===== src/rtl/regfile_scoreboard.sv =====
// Two-read/one-write register file with a hardwired zero register, optional write
// bypass, optional registered reads and a per-register pending-write scoreboard.
module regfile_scoreboard #(
    parameter int WIDTH    = 64,
    parameter int DEPTH    = 32,
    parameter int ADDR_W   = 5,
    parameter int ZERO_REG = 31,
    parameter int BYPASS   = 1,
    parameter int READ_REG = 0
) (
    input  logic              clock,
    input  logic              reset,
    input  logic [ADDR_W-1:0] select_a,
    input  logic [ADDR_W-1:0] select_b,
    output logic [WIDTH-1:0]  out_a,
    output logic [WIDTH-1:0]  out_b,
    output logic              busy_a,
    output logic              busy_b,
    input  logic              write,
    input  logic [ADDR_W-1:0] address,
    input  logic [WIDTH-1:0]  data_in,
    input  logic              reserve,
    input  logic [ADDR_W-1:0] reserve_address,
    output logic [ADDR_W:0]   busy_count
);
    localparam int NSEL = 1 << ADDR_W;

    // Storage spans the full address space; entries outside DEPTH are never written.
    logic [WIDTH-1:0] regs_r [NSEL];
    logic [NSEL-1:0]  busy_r;
    logic [ADDR_W:0]  busy_count_r;
    logic [NSEL-1:0]  busy_next_s;
    logic             wr_ok_s;
    logic             rsv_ok_s;
    logic [WIDTH-1:0] eff_a_s;
    logic [WIDTH-1:0] eff_b_s;

    function automatic logic addr_live(input logic [ADDR_W-1:0] a);
        return (int'(a) < DEPTH) && (int'(a) != ZERO_REG);
    endfunction

    function automatic logic [ADDR_W:0] popcount(input logic [NSEL-1:0] v);
        logic [ADDR_W:0] c;
        c = '0;
        for (int i = 0; i < NSEL; i++) begin
            c = c + {{ADDR_W{1'b0}}, v[i]};
        end
        return c;
    endfunction

    // Qualify write/reserve and form the next busy vector (a reserve beats a write).
    always_comb begin
        wr_ok_s  = write && addr_live(address);
        rsv_ok_s = reserve && addr_live(reserve_address);
        busy_next_s = busy_r;
        for (int i = 0; i < NSEL; i++) begin
            busy_next_s[i] = (rsv_ok_s && (reserve_address == ADDR_W'(i))) ? 1'b1 :
                             (wr_ok_s && (address == ADDR_W'(i)))          ? 1'b0 :
                             busy_r[i];
        end
    end

    // Effective read value of port A.
    always_comb begin
        if (!addr_live(select_a)) begin
            eff_a_s = '0;
        end else if ((BYPASS != 0) && write && (address == select_a)) begin
            eff_a_s = data_in;
        end else begin
            eff_a_s = regs_r[select_a];
        end
    end

    // Effective read value of port B.
    always_comb begin
        if (!addr_live(select_b)) begin
            eff_b_s = '0;
        end else if ((BYPASS != 0) && write && (address == select_b)) begin
            eff_b_s = data_in;
        end else begin
            eff_b_s = regs_r[select_b];
        end
    end

    // Register array, scoreboard bits and busy population count.
    always_ff @(posedge clock or posedge reset) begin
        if (reset) begin
            for (int i = 0; i < NSEL; i++) begin
                regs_r[i] <= '0;
            end
            busy_r       <= '0;
            busy_count_r <= '0;
        end else begin
            if (wr_ok_s) begin
                regs_r[address] <= data_in;
            end
            busy_r       <= busy_next_s;
            busy_count_r <= popcount(busy_next_s);
        end
    end

    // A write in flight hides the busy flag unless a new reservation lands on it too.
    assign busy_a = busy_r[select_a] & ~((BYPASS != 0) & write & (address == select_a)
                    & ~(reserve & (reserve_address == select_a)));
    assign busy_b = busy_r[select_b] & ~((BYPASS != 0) & write & (address == select_b)
                    & ~(reserve & (reserve_address == select_b)));
    assign busy_count = busy_count_r;

    generate
        if (READ_REG != 0) begin : g_rd_reg
            logic [WIDTH-1:0] out_a_r;
            logic [WIDTH-1:0] out_b_r;

            // Registered read ports: one cycle of latency from select to data.
            always_ff @(posedge clock or posedge reset) begin
                if (reset) begin
                    out_a_r <= '0;
                    out_b_r <= '0;
                end else begin
                    out_a_r <= eff_a_s;
                    out_b_r <= eff_b_s;
                end
            end
            assign out_a = out_a_r;
            assign out_b = out_b_r;
        end else begin : g_rd_comb
            assign out_a = eff_a_s;
            assign out_b = eff_b_s;
        end
    endgenerate
endmodule

===== config.mk =====
export PLATFORM = sky130hd
export DESIGN_NAME = regfile_scoreboard
export DESIGN_NICKNAME = d
export VERILOG_FILES = /design/src/rtl/regfile_scoreboard.sv
export SDC_FILE = /design/constraint.sdc
export NUM_CORES = 2
export LEC_CHECK = 0
export ABC_CLOCK_PERIOD_IN_PS = 95700
export CAP_MARGIN = 20
export CORE_ASPECT_RATIO = 0.9
export CORE_MARGIN = 2
export CORE_UTILIZATION = 63
export CTS_CLUSTER_DIAMETER = 100
export DETAILED_ROUTE_END_ITERATION = 7
export HOLD_SLACK_MARGIN = 0.15
export PLACE_DENSITY = 0.8
export SYNTH_ARGS = -nofsm -noshare
export SYNTH_HDL_FRONTEND = slang
export SYNTH_SLANG_ARGS = --single-unit

===== constraint.sdc =====
create_clock -name clock -period 95.7 [get_ports clock]
set_input_delay 28.71 -clock clock [delete_from_list [all_inputs] [get_ports clock]]
set_output_delay 28.71 -clock clock [all_outputs]
set_load 0.01 [all_outputs]

# Yosys cells after proc, flatten, opt, wreduce, memory -nomap -nowiden
# Cells that the tools add are included.
# totals
word_cells,308
output_inout_bits,136
ff_bits,2086
# op_classes
n_addsub,31
n_eq_ne,70
muxes,81
n_reduce_logical,71
bitwise,15
n_lt_le_gt_ge,6
# op_table
cell,n
2048-bit bitwise mux,1
64-bit binary-select mux with 5-bit select,2
64-bit two-way mux,9
64-bit demux with 5-bit select,1
"5-bit == test, second input constant",32
6-bit by 1-bit adder with 6-bit output,26
"5-bit by 4-bit == test with 1-bit output, second input constant",16
1-bit logical AND,69
1-bit two-way mux,66
"5-bit by 3-bit == test with 1-bit output, second input constant",8
"5-bit by 2-bit == test with 1-bit output, second input constant",4
5-bit == test,4
"5-bit by 1-bit != test with 1-bit output, second input constant",4
"6-bit greater-or-equal comparator, second input constant",3
5-bit inverter with 6-bit output,3
"5-bit by 6-bit < comparator with 1-bit output, second input constant",2
1-bit binary-select mux with 5-bit select,2
"5-bit by 1-bit == test with 1-bit output, second input constant",2
5-bit zero test,2
1-bit AND,8
5-bit by 1-bit adder with 6-bit output,1
"6-bit by 1-bit < comparator with 1-bit output, second input constant",1
4-bit by 1-bit adder with 5-bit output,1
3-bit by 1-bit adder with 4-bit output,1
other kinds (3),6

# Logic depth before layout (Yosys ltp)
# depth
ltp_word,36
ltp_mapped,25
depth_no_buf,21

# Worst setup path after synthesis
# Ideal clock, no wire load.
# synth_timing
kind,input-to-output
start,input select_a[2]
end,output out_a[46]
path_stages,8
required_time_ps,66990
n_path_buf,4
slack_ps,36487
arrival_ps,30503
path_cell_list,buf_2 -> buf_2 -> buf_2 -> clkbuf_1 -> mux4_2 -> a211oi_1 -> nand2_1 -> a32o_1
# synth_between
elab_chain_len,6
# synth_lines
element,line,text
"start, declared",13,"input logic [ADDR_W-1:0] select_a,"
5-bit inverter with 6-bit output (implied by the code),70,eff_a_s = regs_r[select_a];
64-bit binary-select mux with 5-bit select,70,
64-bit two-way mux (implied by the code) (2 in series),70,
64-bit two-way mux,67,end else if ((BYPASS != 0) && write && (address == select_a)) begin
64-bit two-way mux (*),65,if (!addr_live(select_a)) begin
"end, declared",15,"output logic [WIDTH-1:0] out_a,"
# Mark *: on every way between the ends. The rest lies on a longest branch, timed or not. The select of a mux whose other input is x is not followed.

# Worst setup path in the final report
# layout_timing
start,input select_b[0]
end,output out_b[56]
# layout_between
elab_chain_len,6
# layout_lines
element,line,text
"start, declared",14,"input logic [ADDR_W-1:0] select_b,"
5-bit inverter with 6-bit output (implied by the code),81,eff_b_s = regs_r[select_b];
64-bit binary-select mux with 5-bit select,81,
64-bit two-way mux (implied by the code) (2 in series),81,
64-bit two-way mux,78,end else if ((BYPASS != 0) && write && (address == select_b)) begin
64-bit two-way mux (*),76,if (!addr_live(select_b)) begin
"end, declared",16,"output logic [WIDTH-1:0] out_b,"
# Marked as above.

==> summary.txt <==
Status - finished, final reports clean
FFs w/ async S/R, synth - 100%
Max Slew Vio Count - 0
Synth Register Bits - 2086
Synth Flop Type - dfrtp_1
Sink Count - 2086
Clk slew on worst S/H paths - 0.06 ns
Critical R2R Launch - busy_r[21]$_DFF_PP0_
Yosys warnings - 0
Via-to-Cell Ratio - 7.49
Yosys top cell by area - dfrtp_1
Cell Rows - 146
P_int - 1.92 mW
Sw Share - 29.1%
CTS tree - yes
Largest net degree at the start of global routing - 179
Crit-path max cell delay - 0.84 ns
F_max - 15.9 MHz
# nets final - 8131
Clk pwr share - 31.4%
Post-route DRC - 0
GRT Residual Overflow - 0
Final hold vios - 0
Layout cells sized above 1 - 37.8%
Filler cells - 11713
Hold Path Origin - regs_r[21]$_DFFE_PP0P_
P_sw - 0.789 mW
Timing endpoint of the critical path - out_b[56]
Most frequent cells after synthesis - 2086 x dfrtp_1, 1680 x mux2_2, 914 x nand2_1
Worst path most repeated cell - buf_4
Die area - 181000 um^2
Setup violations, final - 0
Post-Syn Area - 112000 um^2
Crit-path cells - buf_8 > buf_12 > buf_4 > buf_4 > buf_4 > mux4_2 > a22oi_1 > nand3_1 > a32oi_1 > o31ai_1 > clkdlybuf4s50_1
Xor-xnor portion of the synthesized cell area - 0.180%
Skew-Pair Late Insertion Delay - 0.86 ns
Critical Path Start Type - input port
Syn_area_per_cell - 13.5 um^2
Largest family of logic cells by synthesized area - multiplexers
Max-cap viol count - 0
Synth Area in Simple Gates - 4.15%
Area grow syn2layout - 9.42%
Max_slew headroom - 16.0%
Cell with the most instances after synthesis - dfrtp_1
Hold buffer count at CTS - 0
Comb pwr share - 24.8%
CTS buffer count - 208
Reg power frac - 43.7%
RSZ-0062 raised after global routing - false
R2r endpoint - busy_count[4]$_DFF_PP0_
GPL Wtd Cong - 0.887
WP data required - 66.99 ns
Crit path buffers/inverters - 6
IO buf count - 223
Final ANT Viol Nets - 0
Max clock buf depth - 3
Worst path slowest cell - buf_4
Iter 0 DRT Violations - 11817
Top post-synthesis cells by area - dfrtp_1 47%, mux2_2 17%, mux4_2 16%, mux2i_1 5.5%, nand2_1 3.1%
Setup crit start - select_b[0]
DRT Wirelength - 365000 um
Critical-path maximum fanout - 87
Crit path depth - 11
Yosys top cell area share - 46.6%
WS Path Type - in2out
Vias - 79143
Reg2Reg Depth - 19
Post-synth EDFFs - 0
Seq/Total Area, Yosys - 46.6%
Netlist cell types - 59
Wire per inst - 34.5 um
Final setup TNS - 0 ns
R2R setup slack - 90.68 ns
Final Critical Period - 63.09 ns
Post-synthesis mux area share - 39.1%
Root Buffer - clkbuf_16
Util after Layout - 69.5%
Syn_nets - 8417
Die span in x - 448 um
Critical path arrival - 34.38 ns
Post-CTS setup buffers - 0
Pwr/cell area - 22.1 nW/um^2
Synth Area in Compound Gates - 5.52%
Max IR drop VDD - 0.0000424 V
Syn Inst Count - 8298
Final period util - 65.9%
Initial antenna violation count - 19
Skew final - 0.00438 ns
Core area - 176000 um^2
Die Height - 404 um
Num ports - 224
Leakage - 54.6 nW
All-layer global routing usage - 40.6%
Detailed placement HPWL - 192000 um
Crit-path leading delay family - buffers and inverters
Drt pass-1 iters - 8
Vias in the first global route - 80768
Post-synthesis adder-cell area fraction - 0.507%
CP endpoint kind - output pin
Initial core utilization - 63.5%
First-pass GRT wire length - 537000 um
Post-cts gate resize count - 0
H-Tree Depth - 4
Worst Tran Pin Value - 1.26 ns
Hold Path Class - reg2reg
==> final cells by class <==
class / count / area (um^2) / area share [%]
multi-input combinational: 5233 / 55800 / 45.5
sequential: 2086 / 52200 / 42.6
clock buffer: 313 / 6160 / 5.03
timing repair buffer: 431 / 4350 / 3.55
tap: 2368 / 2960 / 2.42
clock inverter: 61 / 858 / 0.700
inverter: 52 / 203 / 0.165
antenna: 20 / 50.0 / 0.0408
==> cells in the final DEF, fill, tap and decap left out, drive strengths merged, types with 40 or more instances in the layout <==
cell type / instances
mux2i: 618
a32o: 98
nor2: 94
a22o: 40
inv: 55
mux4: 803
o221ai: 83
o22ai: 124
clkdlybuf4s50: 213
a21oi: 170
o21ai: 122
buf: 209
a211oi: 74
dfrtp: 2086
a22oi: 145
clkbuf: 322
mux2: 1737
nand2: 914
==> worst min path at each step <==
stage / endpoint / cells past startpoint
finish: regs_r[21]$_DFFE_PP0P_ / 0
global route: regs_r[46]$_DFFE_PP0P_ / 0
CTS: regs_r[21]$_DFFE_PP0P_ / 0
detailed placement: regs_r[21]$_DFFE_PP0P_ / 0
global placement: regs_r[37]$_DFFE_PP0P_ / 0
floorplan: regs_r[0]$_DFFE_PP0P_ / 1
==> power by group through the flow <==
stage | registers (mW) | clock network, mW | logic (mW)
detailed placement | 1.19 | 0 | 0.663
finish | 1.18 | 0.851 | 0.673
global placement | 1.17 | 0 | 0.636
global route | 1.20 | 0.891 | 0.724
floorplan | 1.16 | 0 | 0.519
CTS | 1.18 | 0.852 | 0.667
==> logic make-up (layout without fill, tap and decap cells) <==
group / after synthesis / after routing
XOR/XNOR: 23 / 23
adder cells (fa/ha/maj): 31 / 31
other: 0 / 20
buffers and inverters: 979 / 857
AND/OR/NAND/NOR: 1137 / 1137
flip-flops: 2086 / 2086
AO/OA/AOI/OAI: 884 / 884
multiplexers: 3158 / 3158
==> per-stage QoR <==
stage	cell area [um^2]	setup WS, ns	power, mW	hold WS (ns)	cells
3_3_place_gp	115000	32.61	1.81	0.380	10142
6_report	123000	32.61	2.71	0.401	10564
4_1_cts	122000	32.61	2.69	0.400	10516
2_1_floorplan	112000	8.06	1.68	0.445	8298
3_5_place_dp	115000	32.58	1.85	0.386	10142
5_1_grt	123000	32.23	2.81	0.410	10556
==> sequential cells by signal, indices dropped and copies added (netlist names) <==
| signal | count |
|---|---|
| busy_count | 6 |
| busy_r | 32 |
| regs_r | 2048 |
==> worst reg2reg max path, cell delays in order (launching register included) <==
cell and delay, ns:
dfrtp_1 0.40, o21ai_0 0.07, o21ai_0 0.20, fa_1 0.57
inv_1 0.06, fa_1 0.47, inv_1 0.05, fa_1 0.49
inv_1 0.07, fa_1 0.47, fa_1 0.52, fa_1 0.41
inv_1 0.07, ha_1 0.16, inv_1 0.07, fa_1 0.46
inv_1 0.07, a21o_1 0.10, a21oi_1 0.07, xnor2_1 0.13
==> per-layer routing <==
metal	wire length (um)	GRT usage, %	up-vias
li1	-	-	30608
met5	63	0	-
met2	165000	60.5	5901
met1	128000	53.5	41128
met4	25200	24.4	10
met3	45400	11.2	1496
(Power assumes the default switching activity.)
